File: src/rtl/somamulti_arbiter_pkg.sv
// somamulti_pkg: shared widths, opcode encoding and arbiter FSM state constants
package somamulti_pkg;
  localparam int WIDTH_DEF = 16;
  localparam logic SEL_SOMA = 1'b0;
  localparam logic SEL_MULT = 1'b1;
  localparam logic [1:0] ST_IDLE = 2'd0;
  localparam logic [1:0] ST_EXEC = 2'd1;
  localparam logic [1:0] ST_DONE = 2'd2;
endpackage

File: src/rtl/somamulti_arbiter_somamulti.sv
// somaMulti: combinational sum/product unit, result truncated to WIDTH bits
module somaMulti
  import somamulti_pkg::*;
#(
  parameter int WIDTH = WIDTH_DEF
) (
  input  logic [WIDTH-1:0] A,
  input  logic [WIDTH-1:0] B,
  input  logic             sel,
  output logic [WIDTH-1:0] y
);
  assign y = (sel == SEL_MULT) ? A * B : A + B;
endmodule

File: src/rtl/somamulti_arbiter.sv
// somamulti_arbiter: two-client IDLE/EXEC/DONE scheduler for one shared somaMulti
// SOMAMULTI_ARB_FIXED_PRIO_EN: client 0 always wins ties (no round-robin state)
module somamulti_arbiter
  import somamulti_pkg::*;
#(
  parameter int WIDTH = WIDTH_DEF
) (
  input  logic             clk,
  input  logic             rst,
  input  logic             req0,
  input  logic             req1,
  input  logic             sel0,
  input  logic             sel1,
  input  logic [WIDTH-1:0] a0,
  input  logic [WIDTH-1:0] b0,
  input  logic [WIDTH-1:0] a1,
  input  logic [WIDTH-1:0] b1,
  output logic [1:0]       ack,
  output logic [1:0]       done,
  output logic [WIDTH-1:0] saida,
  output logic             busy
);
  logic [1:0]       state;
  logic [WIDTH-1:0] op_a, op_b, result_comb;
  logic             op_sel, owner, winner;
`ifdef SOMAMULTI_ARB_FIXED_PRIO_EN
  assign winner = ~req0;
`else
  logic last_grant;
  assign winner = (req0 && req1) ? ~last_grant : req1;
`endif
  somaMulti #(.WIDTH(WIDTH)) u_soma (.A(op_a), .B(op_b), .sel(op_sel), .y(result_comb));
  assign ack  = (state == ST_EXEC) ? (owner ? 2'b10 : 2'b01) : 2'b00;
  assign done = (state == ST_DONE) ? (owner ? 2'b10 : 2'b01) : 2'b00;
  assign busy = (state != ST_IDLE);
  always_ff @(posedge clk or posedge rst) begin
    if (rst) begin
      state  <= ST_IDLE;
      saida  <= '0;
      op_a   <= '0;
      op_b   <= '0;
      op_sel <= 1'b0;
      owner  <= 1'b0;
`ifndef SOMAMULTI_ARB_FIXED_PRIO_EN
      last_grant <= 1'b1;
`endif
    end else if (state == ST_IDLE && (req0 || req1)) begin
      state  <= ST_EXEC;
      owner  <= winner;
      op_a   <= winner ? a1 : a0;
      op_b   <= winner ? b1 : b0;
      op_sel <= winner ? sel1 : sel0;
`ifndef SOMAMULTI_ARB_FIXED_PRIO_EN
      last_grant <= winner;
`endif
    end else if (state == ST_EXEC) begin
      saida <= result_comb;
      state <= ST_DONE;
    end else if (state == ST_DONE) begin
      state <= ST_IDLE;
    end
  end
endmodule
File: config.mk
export PLATFORM = sky130hd
export DESIGN_NAME = somamulti_arbiter
export DESIGN_NICKNAME = d
export VERILOG_FILES = /design/src/rtl/somamulti_arbiter_pkg.sv /design/src/rtl/somamulti_arbiter_somamulti.sv /design/src/rtl/somamulti_arbiter.sv
export SDC_FILE = /design/constraint.sdc
export NUM_CORES = 1
export LEC_CHECK = 0
export BUFFER_PORTS_ARGS = -buffer_cell sky130_fd_sc_hd__buf_2
export CORE_UTILIZATION = 60
export CTS_CLUSTER_DIAMETER = 200
export DETAILED_ROUTE_END_ITERATION = 16
export PLACE_DENSITY = 0.81
export SYNTH_ARGS = -nofsm -noshare
export SYNTH_HDL_FRONTEND = slang
export SYNTH_SLANG_ARGS = --single-unit
File: constraint.sdc
create_clock -name clk -period 7 [get_ports clk]
set_input_delay 1.4 -clock clk [delete_from_list [all_inputs] [get_ports clk]]
set_output_delay 1.4 -clock clk [all_outputs]
set_load 0.01 [all_outputs]
# Word-level counts from Yosys, hierarchy flattened
# Index checks and enable logic that the tools add are counted.
[word_totals]
register_bits = 53
inputBits = 70
elab_cells = 31
[classes]
add_sub_neg = 1
multipliers = 1
eq_ne = 2
mux = 11
n_bitwise = 2
reduce_logical = 7
[op_table]
columns = ["operator", "n"]
rows = [
  ["16-bit 2-to-1 mux", 3],
  ["16-bit adder", 1],
  ["16-bit by 16-bit multiplier with 16-bit output", 1],
  ["2-bit 2-to-1 mux", 6],
  ["3-bit nonzero test", 1],
  ["2-bit by 1-bit equality test with 1-bit output, second input constant", 1],
  ["2-bit equality test, second input constant", 1],
  ["1-bit logical AND", 2],
  ["2-bit logical NOT", 1],
  ["1-bit 2-to-1 mux", 2],
  ["1-bit NOT", 2],
  ["2-bit AND reduction", 1],
  ["2-bit nonzero test", 1],
  ["1-bit logical OR", 1],
]

# Longest topological paths before layout
[depth]
depth_word = 4
ltp_mapped = 21
ltp_nobuf = 20

# Cells and area by module
# Synthesis repeated with hierarchy kept, for this count alone.
[hier_totals]
hier_cells = 734
hier_area_um2 = 7300.8
[modules_own_cells]
columns = ["module", "instances", "cells_each", "area_per_inst_um2"]
rows = [
  ["somaMulti", 1, 574, 4748.3],
  ["somamulti_arbiter", 1, 160, 2552.4],
]

# Least setup slack after synthesis
# Ideal clock, no wire load.
[synth_path]
kind = "flip-flop to flip-flop"
start = "register op_b[1]"
end = "register saida[15]"
arrival_ns = 5.070
t_required_ns = 6.862
setup_slack_ns = 1.792
stages_incl_launch_ff = 20
path_buffers = 1
path_cell_list = "dfrtp_1 -> clkbuf_1 -> nand2_1 -> fa_1 -> fa_1 -> fa_1 -> fa_1 -> inv_1 -> fa_1 -> inv_1 -> fa_1 -> inv_1 -> ha_1 -> and3_1 -> a21oi_1 -> o21ai_0 -> o41ai_2 -> xnor2_1 -> nand3_1 -> o2111ai_1"
[synth_via]
elab_chain_cells = 2
word_cells_on_any_way = 3
cone_classes = "add/sub: 1; mul: 1; mux: 1"
[synth_lines]
columns = ["element", "line", "rtl"]
rows = [
  ["from (decl)", "somamulti_arbiter.sv:24", "logic [WIDTH-1:0] op_a, op_b, result_comb;"],
  ["from (signal assigned)", "somamulti_arbiter.sv:51", "op_b <= winner ? b1 : b0;"],
  ["16-bit by 16-bit multiplier with 16-bit output / 16-bit adder (equally long branches)", "somamulti_arbiter_somamulti.sv:12", "assign y = (sel == SEL_MULT) ? A * B : A + B;"],
  ["16-bit 2-to-1 mux (*)", "somamulti_arbiter_somamulti.sv:12", ""],
  ["to (signal assigned)", "somamulti_arbiter.sv:57", "saida <= result_comb;"],
  ["to (decl)", "somamulti_arbiter.sv:20", "output logic [WIDTH-1:0] saida,"],
]
# Mark *: on every way between the ends. The rest lies on a longest branch, timed or not.
# A chain may end at the register's enable or synchronous reset.

# Final worst setup path
# Same ends and word-level chain as after synthesis.

==> results_dict.tcl <==
set metrics [dict create \
    outcome "finished clean" \
    gr-usage-all-layers_pct 29.5 \
    synthesis.nets 1020 \
    hold_violations 0 \
    regToRegSetupSlack_ns 1.31 \
    via_count 5640 \
    route.detailed.drc 0 \
    worst_hold_path.num_cells 2 \
    setup.worst_path.end_class "flip-flop" \
    worstPathRequired_ns 7.22 \
    clock_latency_ns 0.30 \
    chipWidth_um 110 \
    flow.area_growth_from_synthesis_pct 9.44 \
    nFillCells 965 \
    timing_worst_setup_path_type "flip-flop to flip-flop" \
    grt_max_degree 69 \
    cts.hold.buffers_added 0 \
    synth_enable_flop_cells 0 \
    timing.critical_path.from_type "flip-flop" \
    design.portCount 91 \
    worst-path-max-fanout 17 \
    layout_min_cycle_time_ns 5.69 \
    detail_route.vias_per_cell 5.57 \
    worst_min_path_start "saida[5]" \
    cp_slowest_cell "sky130_fd_sc_hd__dfrtp_1" \
    drt-met1-wl_mm 6.76 \
    postSynthCellCount 805 \
    clk_pin_slew_worst_paths_ns 0.07 \
    ys_seq_area_share_pct 18.9 \
    worst_pin_slew_ns 1.02 \
    cts_repair_resize_count 0 \
    site_rows 39 \
    dp.cells 1004 \
    drt_iter0_drc 458 \
    cp_slowest_stage_delay_ns 0.73 \
    grt_antenna_before_repair 0 \
    final.setup_skew_ns 0.00734 \
    cts_buffers 5 \
    die_area_sq_um 12100 \
    number_of_h_tree_levels 2 \
    setup-violations-final 0 \
    antenna_cells_inserted 0 \
    io_buffers 90 \
    rr_endpoint "saida[15]" \
    instances_no_fill 1012 \
    globalRoute.totalOverflow 0 \
    wl_mm 16.4 \
    tritoncts "done" \
    route.met3.wl_mm 1.05 \
    synth_cell_type_count 47 \
    synthFlopType "sky130_fd_sc_hd__dfrtp_1" \
    worst_path_most_repeated_cell "sky130_fd_sc_hd__fa_1" \
    coreArea_sq_um 11400 \
    post-cts-setup-buffers 0 \
    wire_length_of_the_first_global_routing_pass_mm 26.6 \
    worstHoldPathType "flip-flop to flip-flop" \
    final_max_slew_viols 0 \
    yosys_register_bits 53 \
    synthesis.area_per_instance_sq_um 8.71 \
    syn-cell-area_sq_um 7010 \
    timing.slew.headroom_pct 32.0 \
    critPathBufInv 3 \
    first_global_vias 5578 \
    crit_arrival_ns 5.90 \
    drive_above_1_share_pct 12.8 \
    final_antenna_net_count 0 \
    timing.hold.worst_endpoint "saida[5]" \
    reg2regPathDepth 18 \
    tritoncts_sinks 53 \
    first_pass_iters 5 \
    finish.net_count 1083 \
    cp_top_family "adder cells" \
    timing.rr.start "op_b[1]" \
    finalWorstSetupSlack_ns 1.31 \
    post-dp-hpwl_mm 12.9 \
    place_worst_setup_slack_ns 1.35 \
    grt_setup_unrepaired "no" \
    start_util_pct 61.4 \
    final.period_utilization_pct 81.2 \
    place.gp.congestion 0.913 \
    route.top_layer_used "met4" \
    cts_root_buffer "sky130_fd_sc_hd__clkbuf_16" \
    fmax_ghz 0.176 \
    ys.warnings.count 0 \
    fin_setup_tns_ns 0 \
    detailroute.wirelength.met2_mm 8.00 \
    die_h_um 110 \
    wl_per_cell_um 16.2 \
    crit_path_cell_trace "nand2_1, fa_1, fa_1, fa_1, fa_1, inv_1, fa_1, inv_1, fa_1, inv_1, ha_1, and3_1, a21oi_1, o21ai_0, o41ai_2, xnor2_1, nand3_1, o2111ai_1" \
    synth_async_sr_flop_share_pct 100 \
    clock_path_buffers 2 \
    drv_cap 0 \
]
[synth_stat cells, types with 2 or more instances]
library cell	number	area share, %
sky130_fd_sc_hd__inv_1	121	6.5
sky130_fd_sc_hd__o21bai_1	3	0.32
sky130_fd_sc_hd__a21o_1	6	0.64
sky130_fd_sc_hd__o31a_1	2	0.25
sky130_fd_sc_hd__nand2b_1	3	0.27
sky130_fd_sc_hd__a211oi_1	3	0.32
sky130_fd_sc_hd__o21ai_1	5	0.36
sky130_fd_sc_hd__buf_6	2	0.32
sky130_fd_sc_hd__o41ai_2	2	0.46
sky130_fd_sc_hd__nor3_1	12	0.86
sky130_fd_sc_hd__buf_1	2	0.11
sky130_fd_sc_hd__and2_1	64	5.7
sky130_fd_sc_hd__nor2b_1	5	0.45
sky130_fd_sc_hd__nand3_1	6	0.43
sky130_fd_sc_hd__clkbuf_1	25	1.3
sky130_fd_sc_hd__o31ai_1	2	0.21
sky130_fd_sc_hd__buf_2	6	0.43
sky130_fd_sc_hd__nor3b_1	2	0.21
sky130_fd_sc_hd__mux2i_1	36	5.1
sky130_fd_sc_hd__dfrtp_1	52	19
sky130_fd_sc_hd__fa_1	81	23
sky130_fd_sc_hd__xor2_1	9	1.1
sky130_fd_sc_hd__a31oi_1	5	0.45
sky130_fd_sc_hd__nor2_1	58	3.1
sky130_fd_sc_hd__clkbuf_2	2	0.14
sky130_fd_sc_hd__xnor2_1	38	4.7
sky130_fd_sc_hd__a21oi_1	56	4.0
sky130_fd_sc_hd__nand2_1	90	4.8
sky130_fd_sc_hd__ha_1	64	11
sky130_fd_sc_hd__o21ai_0	26	1.9
[final cells by class]
type                       count  area (sq um)  share of cell area (%)
inverter                     122           458                    5.97
timing repair buffer          93           473                    6.16
sequential                    53          1330                    17.3
clock inverter                 2          16.3                   0.212
clock buffer                   6           139                    1.81
tap                          143           179                    2.33
multi-input combinational    593          5080                    66.2
[cell usage in the layout (no fill, tap or decap), types with 2 or more instances in the layout]
cell	netlist	routed
sky130_fd_sc_hd__buf_4	0	3
sky130_fd_sc_hd__nor3_1	12	12
sky130_fd_sc_hd__fa_1	81	81
sky130_fd_sc_hd__a31oi_1	5	5
sky130_fd_sc_hd__buf_2	6	90
sky130_fd_sc_hd__o21bai_1	3	3
sky130_fd_sc_hd__xor2_1	9	9
sky130_fd_sc_hd__a21oi_1	56	56
sky130_fd_sc_hd__nand2_1	90	90
sky130_fd_sc_hd__mux2i_1	36	36
sky130_fd_sc_hd__xnor2_1	38	38
sky130_fd_sc_hd__nor3b_1	2	2
sky130_fd_sc_hd__o21ai_1	5	5
sky130_fd_sc_hd__nor2_1	58	57
sky130_fd_sc_hd__a211oi_1	3	3
sky130_fd_sc_hd__o21ai_0	26	26
sky130_fd_sc_hd__o31a_1	2	2
sky130_fd_sc_hd__o41ai_2	2	2
sky130_fd_sc_hd__nand2b_1	3	3
sky130_fd_sc_hd__clkbuf_16	0	5
sky130_fd_sc_hd__a21o_1	6	6
sky130_fd_sc_hd__nand3_1	6	6
sky130_fd_sc_hd__inv_1	121	120
sky130_fd_sc_hd__dfrtp_1	52	52
sky130_fd_sc_hd__nor2b_1	5	5
sky130_fd_sc_hd__o31ai_1	2	2
sky130_fd_sc_hd__ha_1	64	64
sky130_fd_sc_hd__and2_1	64	64
[cell families (layout without fill, tap and decap cells)]
kind of cell    count (synthesis)  after routing  share of synthesized area (%)
xor+xnor                       48             48                           6.19
compound gates                118            118                           9.94
fa+ha+maj                     145            145                           34.5
buf+inv                       159            223                           8.87
mux                            36             36                           5.14
simple gates                  246            246                           16.4
flops                          53             53                           18.9
[flip-flops by register name, indices dropped and copies added, names as in the netlist]
register	cells
owner	1
state	2
op_a	16
op_sel	1
last_grant	1
saida	16
op_b	16
[worst min-delay path: cells and delay by family (launching register included)]
family          cells  cell delay [ns]
simple gates        1             0.04
flops               1             0.34
compound gates      1             0.06
[routing by layer]
metal,up-vias,track usage [%]
met5,-,0
met4,0,12.8
met3,53,5.00
met1,2683,37.1
li1,2670,-
met2,234,50.0
[worst max path at each step]
| stage | startpoint | end | slack (ns) | depth (start not counted) |
|---|---|---|---|---|
| floorplan | op_b[1] | saida[15] | 1.79 | 19 |
| global placement | op_b[1] | saida[15] | 1.45 | 18 |
| detailed placement | op_b[1] | saida[15] | 1.35 | 18 |
| CTS | op_b[1] | saida[15] | 1.34 | 18 |
| global route | op_b[1] | saida[14] | 1.01 | 18 |
| finish | op_b[1] | saida[15] | 1.31 | 18 |
[through the flow]
| stage | hold slack, ns | utilization (%) | cell area (sq um) |
|---|---|---|---|
| after floorplan | 0.503 | - | 7010 |
| after global placement | 0.459 | 65.9 | 7520 |
| after detailed placement | 0.472 | 65.9 | 7520 |
| after CTS | 0.487 | 67.2 | 7680 |
| after global routing | 0.514 | 67.2 | 7680 |
| final | 0.483 | 67.2 | 7680 |
Power is not shown: default switching activity piles up to over one toggle a cycle in this logic, so the estimate is an artifact.
